[config.mk]
export PLATFORM = sky130hd
export DESIGN_NAME = gnrl_bipolar_burst_gen
export DESIGN_NICKNAME = d
export VERILOG_FILES = /design/src/rtl/gnrl_pkg.sv /design/src/rtl/gnrl_phase_timer.sv /design/src/rtl/gnrl_bipolar_burst_gen.sv
export SDC_FILE = /design/constraint.sdc
export NUM_CORES = 1
export LEC_CHECK = 0
export BUFFER_PORTS_ARGS = -buffer_cell sky130_fd_sc_hd__buf_2
export CAP_MARGIN = 20
export CORE_MARGIN = 2
export CORE_UTILIZATION = 55
export CTS_BUF_LIST = sky130_fd_sc_hd__clkbuf_4
export DETAILED_ROUTE_END_ITERATION = 6
export PLACE_DENSITY_LB_ADDON = 0.3
export SYNTH_ARGS = -nofsm -noshare
export SYNTH_HDL_FRONTEND = slang
export SYNTH_HIERARCHICAL = 1
export SYNTH_SLANG_ARGS = --single-unit
export TNS_END_PERCENT = 1
[constraint.sdc]
create_clock -name CLK -period 3.59 [get_ports CLK]
set_input_delay 0.718 -clock CLK [delete_from_list [all_inputs] [get_ports CLK]]
set_output_delay 0.718 -clock CLK [all_outputs]
set_load 0.03 [all_outputs]
[src/rtl/gnrl_pkg.sv]
// Shared definitions for the bipolar burst generator: FSM state encoding and
// default widths.
package gnrl_pkg;

  localparam int TIME_WIDTH_DEF = 16;
  localparam int NCYC_WIDTH_DEF = 8;

  // One-hot so each phase decodes from a single bit.
  typedef enum logic [4:0] {
    IDLE  = 5'b00001,
    PH1   = 5'b00010,
    DEAD1 = 5'b00100,
    PH2   = 5'b01000,
    DEAD2 = 5'b10000
  } state_t;

endpackage

[src/rtl/gnrl_phase_timer.sv]
// Loadable down-counter that times each burst phase.
// It holds at zero and flags ZERO when it gets there.
module gnrl_phase_timer #(
  parameter int WIDTH = 16
) (
  input  logic             CLK,
  input  logic             RESET,
  input  logic             LOAD,
  input  logic [WIDTH-1:0] VALUE,
  output logic             ZERO
);

  logic [WIDTH-1:0] count;

  always_ff @(posedge CLK or posedge RESET) begin
    if (RESET) begin
      count <= '0;
    end else if (LOAD) begin
      count <= VALUE;
    end else if (count != '0) begin
      count <= count - 1'b1;
    end
  end

  assign ZERO = (count == '0);

endmodule

[src/rtl/gnrl_bipolar_burst_gen.sv]
// Bipolar transmit-burst generator: turns a one-cycle fire pulse into NUM_CYC
// periods of first-phase / dead / second-phase / dead on the P/N gate drives.
module gnrl_bipolar_burst_gen
  import gnrl_pkg::*;
#(
  parameter int TIME_WIDTH = TIME_WIDTH_DEF,
  parameter int NCYC_WIDTH = NCYC_WIDTH_DEF
) (
  input  logic                  CLK,
  input  logic                  RESET,
  input  logic                  TRIG,
  input  logic [TIME_WIDTH-1:0] HALF_PER,
  input  logic [TIME_WIDTH-1:0] DEAD_TIME,
  input  logic [NCYC_WIDTH-1:0] NUM_CYC,
  input  logic                  INV_POL,
  output logic                  PULSE_P,
  output logic                  PULSE_N,
  output logic                  BUSY,
  output logic                  DONE,
  output logic                  MISSED_TRIG,
  output logic [4:0]            STATE
);

  state_t state_q, state_d;

  logic [TIME_WIDTH-1:0] half_q, dead_q;
  logic [NCYC_WIDTH-1:0] ncyc_q, cnt_q, cnt_d;
  logic                  inv_q;
  logic                  empty_q, empty_d;
  logic                  latch;
  logic                  inv_eff;
  logic                  period_end;

  logic p_q, n_q, busy_q, done_q, missed_q;
  logic p_d, n_d, busy_d, done_d, missed_d;

  logic                  tmr_load;
  logic [TIME_WIDTH-1:0] tmr_value;
  logic                  tmr_zero;

  logic [TIME_WIDTH-1:0] half_m1, half_in_m1, dead_m1;

  // A zero half-period still drives each polarity for one cycle.
  assign half_m1    = (half_q == '0) ? '0 : TIME_WIDTH'(half_q - 1'b1);
  assign half_in_m1 = (HALF_PER == '0) ? '0 : TIME_WIDTH'(HALF_PER - 1'b1);
  assign dead_m1    = TIME_WIDTH'(dead_q - 1'b1);

  gnrl_phase_timer #(
    .WIDTH(TIME_WIDTH)
  ) u_timer (
    .CLK   (CLK),
    .RESET (RESET),
    .LOAD  (tmr_load),
    .VALUE (tmr_value),
    .ZERO  (tmr_zero)
  );

  always_comb begin
    state_d    = state_q;
    cnt_d      = cnt_q;
    empty_d    = 1'b0;
    busy_d     = busy_q;
    done_d     = 1'b0;
    missed_d   = TRIG & busy_q;
    tmr_load   = 1'b0;
    tmr_value  = '0;
    latch      = 1'b0;
    inv_eff    = inv_q;
    period_end = 1'b0;

    unique case (state_q)
      IDLE: begin
        // empty_q marks the single busy cycle of a NUM_CYC==0 shot.
        if (empty_q) begin
          busy_d = 1'b0;
          done_d = 1'b1;
        end else if (TRIG) begin
          latch   = 1'b1;
          busy_d  = 1'b1;
          cnt_d   = '0;
          inv_eff = INV_POL;
          if (NUM_CYC != '0) begin
            state_d   = PH1;
            tmr_load  = 1'b1;
            tmr_value = half_in_m1;
          end else begin
            empty_d = 1'b1;
          end
        end
      end
      PH1: begin
        if (tmr_zero) begin
          tmr_load = 1'b1;
          if (dead_q != '0) begin
            state_d   = DEAD1;
            tmr_value = dead_m1;
          end else begin
            state_d   = PH2;
            tmr_value = half_m1;
          end
        end
      end
      DEAD1: begin
        if (tmr_zero) begin
          state_d   = PH2;
          tmr_load  = 1'b1;
          tmr_value = half_m1;
        end
      end
      PH2: begin
        if (tmr_zero) begin
          if (dead_q != '0) begin
            state_d   = DEAD2;
            tmr_load  = 1'b1;
            tmr_value = dead_m1;
          end else begin
            period_end = 1'b1;
          end
        end
      end
      DEAD2: begin
        if (tmr_zero) period_end = 1'b1;
      end
      default: state_d = IDLE;
    endcase

    if (period_end) begin
      cnt_d    = NCYC_WIDTH'(cnt_q + 1'b1);
      tmr_load = 1'b1;
      if (cnt_d == ncyc_q) begin
        state_d = IDLE;
        busy_d  = 1'b0;
        done_d  = 1'b1;
      end else begin
        state_d   = PH1;
        tmr_value = half_m1;
      end
    end

    // Both drives decode from the next state, so they can never overlap.
    p_d = ((state_d == PH1) & ~inv_eff) | ((state_d == PH2) & inv_eff);
    n_d = ((state_d == PH1) & inv_eff) | ((state_d == PH2) & ~inv_eff);
  end

  always_ff @(posedge CLK or posedge RESET) begin
    if (RESET) begin
      state_q  <= IDLE;
      cnt_q    <= '0;
      empty_q  <= 1'b0;
      half_q   <= '0;
      dead_q   <= '0;
      ncyc_q   <= '0;
      inv_q    <= 1'b0;
      p_q      <= 1'b0;
      n_q      <= 1'b0;
      busy_q   <= 1'b0;
      done_q   <= 1'b0;
      missed_q <= 1'b0;
    end else begin
      state_q  <= state_d;
      cnt_q    <= cnt_d;
      empty_q  <= empty_d;
      p_q      <= p_d;
      n_q      <= n_d;
      busy_q   <= busy_d;
      done_q   <= done_d;
      missed_q <= missed_d;
      if (latch) begin
        half_q <= HALF_PER;
        dead_q <= DEAD_TIME;
        ncyc_q <= NUM_CYC;
        inv_q  <= INV_POL;
      end
    end
  end

  assign PULSE_P     = p_q;
  assign PULSE_N     = n_q;
  assign BUSY        = busy_q;
  assign DONE        = done_q;
  assign MISSED_TRIG = missed_q;
  assign STATE       = state_q;

endmodule

# Word-level counts from Yosys, hierarchy flattened
# Cells that the tools add are included.
dict set report word_totals {
  regBits 76
  latch_bits 0
  ram_bits 0
  mem_bits_ro 0
  input_bits 44
  output_inout_bits 10
  wordCells 106
  n_memories 0
}
dict set report op_classes {
  n_addsub 5
  n_mul 0
  div_mod_pow 0
  magnitude_cmp 0
  n_eq_ne 9
  n_shift 0
  muxes 60
  bitwise_logic 8
  reduce_logical 11
}
# operator count
set op_table {}
lappend op_table {{$mux W16} 14}
lappend op_table {{$pmux W16 S4} 1}
lappend op_table {{$sub A16 B1 Y16 const B} 4}
lappend op_table {{$logic_not A16 Y1} 3}
lappend op_table {{$mux W5} 8}
lappend op_table {{$mux W8} 4}
lappend op_table {{$reduce_bool A16 Y1} 2}
lappend op_table {{$mux W1} 28}
lappend op_table {{$pmux W5 S5} 1}
lappend op_table {{$eq A5 B2 Y1 const B} 2}
lappend op_table {{$eq A5 B4 Y1 const B} 2}
lappend op_table {{$add A8 B1 Y8 const B} 1}
lappend op_table {{$eq A8 B8 Y1} 1}
lappend op_table {{$reduce_bool A8 Y1} 1}
lappend op_table {{$reduce_bool A2 Y1} 3}
lappend op_table {{$and A1 B1 Y1} 5}
lappend op_table {{$eq A5 B1 Y1 const B} 1}
lappend op_table {{$eq A5 B3 Y1 const B} 1}
lappend op_table {{$eq A5 B5 Y1 const B} 1}
lappend op_table {{$mux W4} 1}
lappend op_table {{$pmux W1 S3} 1}
lappend op_table {{$reduce_and A3 Y1} 1}
lappend op_table {{$mux W2} 1}
lappend op_table {{$ne A2 B1 Y1 const B} 1}
lappend op_table {{other kinds (4)} 5}

# Depth between registers and ports, before layout
dict set report logic_depth {
  ltp_word 9
  mapped_depth 15
  ltp_nobuf 13
}

# Hierarchy
# Netlist, hierarchy kept.
# mod instances cells_each area_each_um2 seq_area_each_um2
set modules_own_cells {}
lappend modules_own_cells {gnrl_bipolar_burst_gen 1 492 4056.4 1502.7}
lappend modules_own_cells {gnrl_phase_timer 1 108 982.2 400.4}

# Worst setup path after synthesis
# No wires, ideal clock.
dict set report synth_path {
  kind {reg2reg}
  startpoint {register u_timer.count[2]}
  endpoint {register u_timer.count[14]}
  setup_ps 66
  t_arrival_ps 3302
  required_time_ps 3524
  slack_ps 222
  path_stages_with_launch 14
  n_path_buf 3
  period_less_slack_ps 3368
  cell_sequence {dfrtp_1 -> nor4_1 -> and4_1 -> clkbuf_1 -> buf_4 -> or3b_1 -> or3_1 -> nand2b_1 -> clkbuf_1 -> o21ai_0 -> o2bb2ai_1 -> nand2_1 -> o41ai_1 -> a31o_1}
}
dict set report synth_between {
  elab_chain_len 6
  elab_cells_between_ends 18
  classes_between {add/sub (1); mux (14); reduce/logical (3)}
}
# element line
set synth_rtl {}
lappend synth_rtl {{start: declaration} gnrl_phase_timer.sv:13} ;# logic [WIDTH-1:0] count;
lappend synth_rtl {{start signal: assignment} gnrl_phase_timer.sv:21} ;# count <= count - 1'b1;
lappend synth_rtl {{$logic_not A16 Y1 (*)} gnrl_phase_timer.sv:25} ;# assign ZERO = (count == '0);
lappend synth_rtl {{net tmr_zero} gnrl_bipolar_burst_gen.sv:39} ;# logic tmr_zero;
lappend synth_rtl {{$mux W16, on equally long branches} {gnrl_bipolar_burst_gen.sv:111, gnrl_bipolar_burst_gen.sv:92, gnrl_bipolar_burst_gen.sv:104}}
lappend synth_rtl {{$pmux W16 S4} gnrl_bipolar_burst_gen.sv:71} ;# unique case (state_q)
lappend synth_rtl {{$mux W16} gnrl_bipolar_burst_gen.sv:130} ;# if (cnt_d == ncyc_q) begin
lappend synth_rtl {{$mux W16 (*)} gnrl_bipolar_burst_gen.sv:127} ;# if (period_end) begin
lappend synth_rtl {{net tmr_value[14]} gnrl_bipolar_burst_gen.sv:38} ;# logic [TIME_WIDTH-1:0] tmr_value;
lappend synth_rtl {{$mux W16 (*)} gnrl_phase_timer.sv:18} ;# end else if (LOAD) begin
# Mark *: on every way through the listed nets, which the timed path passes. The rest lies on a longest branch. The select of a mux whose other input is x is not followed.
# A chain may end at the register's enable or synchronous reset.

# Final worst setup path
dict set report layout_path {
  startpoint {register u_timer.count[0]}
  endpoint {register u_timer.count[14]}
}
# The elaborated chain is that of the path after synthesis.

==> implementation parameters <==
Parameter                              Value

Min path
  Hold Path Class    in -> async

Synth
  Flops & latches, synth    76
  Yosys cell types    79
  Post-synthesis average cell area    around 8.4 um^2
  Top cells by area in the synthesized netlist    sky130_fd_sc_hd__dfrtp_1 37%, sky130_fd_sc_hd__nand2_1 11%, sky130_fd_sc_hd__xnor2_1 5.6%, sky130_fd_sc_hd__xor2_1 3.8%, sky130_fd_sc_hd__nor2_1 2.8%
  Xor/xnor share of the synthesized area    10.31%
  Portion of the post-synthesis area used by sequential elements    37.77%
  Top cell types by occurrence after synthesis    152 x sky130_fd_sc_hd__nand2_1, 75 x sky130_fd_sc_hd__dfrtp_1, 38 x sky130_fd_sc_hd__nor2_1
  Compound-Gate Fraction of Synth Area    between 10% and 20%
  Synth Area in Adders    1.490%
  Top cell type's share of synthesized area    37.25%
  Synth Area in Simple Gates    29.85%
  Main flop type after synthesis    sky130_fd_sc_hd__dfrtp_1
  Summed instance area of the synthesized netlist    ~5000 um^2
  Number of synthesized flops with an enable pin    0
  Net count of the mapped netlist    650
  Dominant combinational cell family by area after synthesis    simple AND/OR/NAND/NOR gates
  Post-Syn Instances    600
  Most frequent cell after synthesis    sky130_fd_sc_hd__nand2_1
  Warnings from Yosys    6
  Share of synthesized flip-flops with an asynchronous set or reset    100.0%
  Post-synth top area cell    sky130_fd_sc_hd__dfrtp_1
  Portion of netlist area occupied by mux cells    around 2.5%

Critical path
  Reg2Reg Launch Point    u_timer/count[0]
  Worst-path maximum fanout    12
  Startpoint of the most critical setup path    u_timer/count[0]
  Worst Reg-to-Reg Cells    12
  Critical Path Slowest Stage Cell    sky130_fd_sc_hd__or3b_1
  CP delay by family, top    simple AND/OR/NAND/NOR gates
  Number of buffers and inverters on the critical path    1
  Ordered cell list for the critical path    inv_1 -> ha_1 -> nor4b_1 -> and4_1 -> or3b_1 -> or3_1 -> nand2b_2 -> o21ai_0 -> o2bb2ai_1 -> nand2_1 -> o41ai_1 -> a31o_1
  Worst stage delay on the critical path    approximately 440 ps
  Worst setup path class    reg -> reg
  Data arrival at the endpoint of the critical path    roughly 3700 ps
  Crit. End Element    register
  WP data required    between 3000 and 4000 ps
  Critical path depth    12
  Register-to-Register Setup Slack    310 ps
  Kind of start point of the critical path    register

Clocking
  Number of H-tree levels    3
  Clock insertion delay at the later pin of the skew report    around 430 ps
  CTS clk-pin slew, worst paths    between 100 and 150 ps
  # Post-CTS Setup Buffers    0
  TritonCTS clock tree    done
  # clock sinks    76
  CTS root buf    sky130_fd_sc_hd__clkbuf_4
  Maximum count of clock buffers along a single path    2
  Number of clock buffers inserted by TritonCTS    9

Power and ir drop
  Power Total    a little under 4000 uW
  Share of total power in sequential cells    41.4%
  Cell internal pwr    2150 uW
  Peak VDD IR    between 0.0004 and 0.0005 V
  Share of power burned in combinational logic    between 40% and 50%
  Standby leakage power    between 0.002 and 0.0025 uW
  Net switching power    1719 uW
  Switch share    between 40% and 50%
  Cell Pwr Density    698.2 nW/um^2
  Clock network power share    between 10% and 20%

Finish
  Ant. Diodes    0
  Final cell count without fillers    762
  Count of nets after finishing    700
  Share of final-layout standard cells stronger than drive strength 1    15.60%
  FF/Latch Area    about 1900 um^2
  Number of filler instances in the final layout    approximately 770
  Multi-input logic area    slightly below 3000 um^2
  Area Overhead vs Synth    10.01%

Floorplanning
  Initial Util    57.22%
  Total number of placement rows    34
  Floorplan die area    roughly 10000 um^2
  I/O pin cnt    between 50 and 60
  Core area    just under 9000 um^2
  Die Y    around 100 um
  Die boundary width    around 100 um

Global route
  Remaining global-route overflow    0
  Vias in the first global route    roughly 4400
  Pin count of the biggest net entering global routing    47
  Total global-route track usage    approximately a quarter
  Number of antenna violations at the first check in global routing    0
  Global-route wire length before repair    roughly 21000 um

Routing
  Drc violations    0
  Number of vias after detailed routing    around 4600
  Initial detailed-routing violation count    410
  Total Wirelength    12690 um
  Length of the first detailed-routing pass in iterations    5
  Wirelength per Cell    between 15 and 20 um
  Post-detailed-route count of antenna-violating nets    0
  Via density    roughly 6.0

Timing
  Measured slew at the worst slew-check pin    789.6 ps
  Final worst path period need    approximately 3300 ps
  Setup repair after global routing missed its margin    no
  Fmax achieved    305.2 MHz
  Slew headroom    approximately 47%
  Number of max-slew violations in the final report    0
  Clock Skews    around 23 ps
  Sum Neg Setup Slack    0 ps
  Hold Fails Final Rpt    0
  Final cycle utilization of the critical path    91.27%
  Final setup violation count    0

Placed design
  Hpwl dp    between 9000 and 10000 um
  # port buffers    53
  DP Cell Count    about 750
  Routability congestion estimate    0.9332

Run
  Max-cap viol count    0

Status
  Status    finished clean
==> final timing paths <==
path,end
max,u_timer/count[14]
min,u_timer/count[10]
max reg2reg,u_timer/count[14]
min reg2reg,ncyc_q[2]
max in group asynchronous,half_q[12]
min in group CLK,dead_q[10]
==> cell type report <==
type	instances	share of cell area [%]
repair buffers	64	6.275
clock inverters	3	0.6998
inverters	18	1.219
clock buffers	12	1.625
flip-flops and latches	76	34.33
well taps	108	2.438
multi-input cells	481	53.41
==> worst register-to-register path, cell delays in order, from the launching register on <==
cell and delay, ps:
sky130_fd_sc_hd__dfrtp_1 420, sky130_fd_sc_hd__inv_1 100, sky130_fd_sc_hd__ha_1 290, sky130_fd_sc_hd__nor4b_1 260, sky130_fd_sc_hd__and4_1 260, sky130_fd_sc_hd__or3b_1 440, sky130_fd_sc_hd__or3_1 440, sky130_fd_sc_hd__nand2b_2 340
sky130_fd_sc_hd__o21ai_0 240, sky130_fd_sc_hd__o2bb2ai_1 150, sky130_fd_sc_hd__nand2_1 70, sky130_fd_sc_hd__o41ai_1 70, sky130_fd_sc_hd__a31o_1 150
==> power groups by stage <==
stage               sequential, uW  combinational (uW)  clock [uW]
finish                        1600                1760         510
global route                  1650                1960         555
CTS                           1590                1750         521
detailed placement            1610                1730           0
global placement              1580                1700           0
floorplan                     1500                1350           0
==> sequential cells by signal, indices dropped and copies added (netlist names) <==
name	count
dead_q	16
MISSED_TRIG	1
half_q	16
PULSE_P	1
empty_q	1
PULSE_N	1
DONE	1
BUSY	1
ncyc_q	8
cnt_q	8
inv_q	1
u_timer/count	16
STATE	5
==> layout by cell type (no fill, tap or decap), types with 11 or more instances in the layout <==
master	netlist	routed
sky130_fd_sc_hd__buf_4	3	11
sky130_fd_sc_hd__nand3_1	14	14
sky130_fd_sc_hd__inv_1	17	16
sky130_fd_sc_hd__o21ai_0	12	12
sky130_fd_sc_hd__o22a_1	11	11
sky130_fd_sc_hd__xnor2_1	32	32
sky130_fd_sc_hd__o21ai_1	20	20
sky130_fd_sc_hd__clkbuf_4	0	12
sky130_fd_sc_hd__xor2_1	22	22
sky130_fd_sc_hd__dfrtp_1	75	75
sky130_fd_sc_hd__nand2_1	152	152
sky130_fd_sc_hd__nor2_1	38	38
sky130_fd_sc_hd__buf_2	3	53
sky130_fd_sc_hd__nor4_1	16	15
sky130_fd_sc_hd__nor3_1	22	22
==> per-stage QoR <==
step | hold WS (ps) | cell area, um^2 | utilization [%] | setup WS, ps
2_1_floorplan | 456.8 | 5039 | - | 221.8
3_3_place_gp | 476.5 | 5405 | 61.38 | 412.8
3_5_place_dp | 480.6 | 5405 | 61.38 | 252.8
4_1_cts | 375.3 | 5534 | 62.84 | 226.2
5_1_grt | 405.8 | 5543 | 62.94 | 88.49
6_report | 355.6 | 5543 | 62.94 | 313.5
==> repair_timing <==
item	in CTS	in global routing
gates resized for setup	0	2
hold buffers	0	0
endpoints found under the setup margin	0	3
==> cell families after synthesis <==
family	Yosys count
AOI/OAI and AO/OA	102
xor gates and xnor gates	56
adders and majority gates	6
buffers and inverters	43
DFF	76
muxes	12
and+or+nand+nor	305
==> layer usage <==
| metal | up-vias | part of all wire (%) | GRT usage, % |
|---|---|---|---|
| met3 | 22 | 5.9 | 5.411 |
| li1 | 2219 | - | - |
| met1 | 2204 | 44 | 36.06 |
| met4 | 0 | 2.0 | 7.587 |
| met5 | - | 0 | 0 |
| met2 | 159 | 48 | 43.19 |
Power figures use the tool's default switching activity.
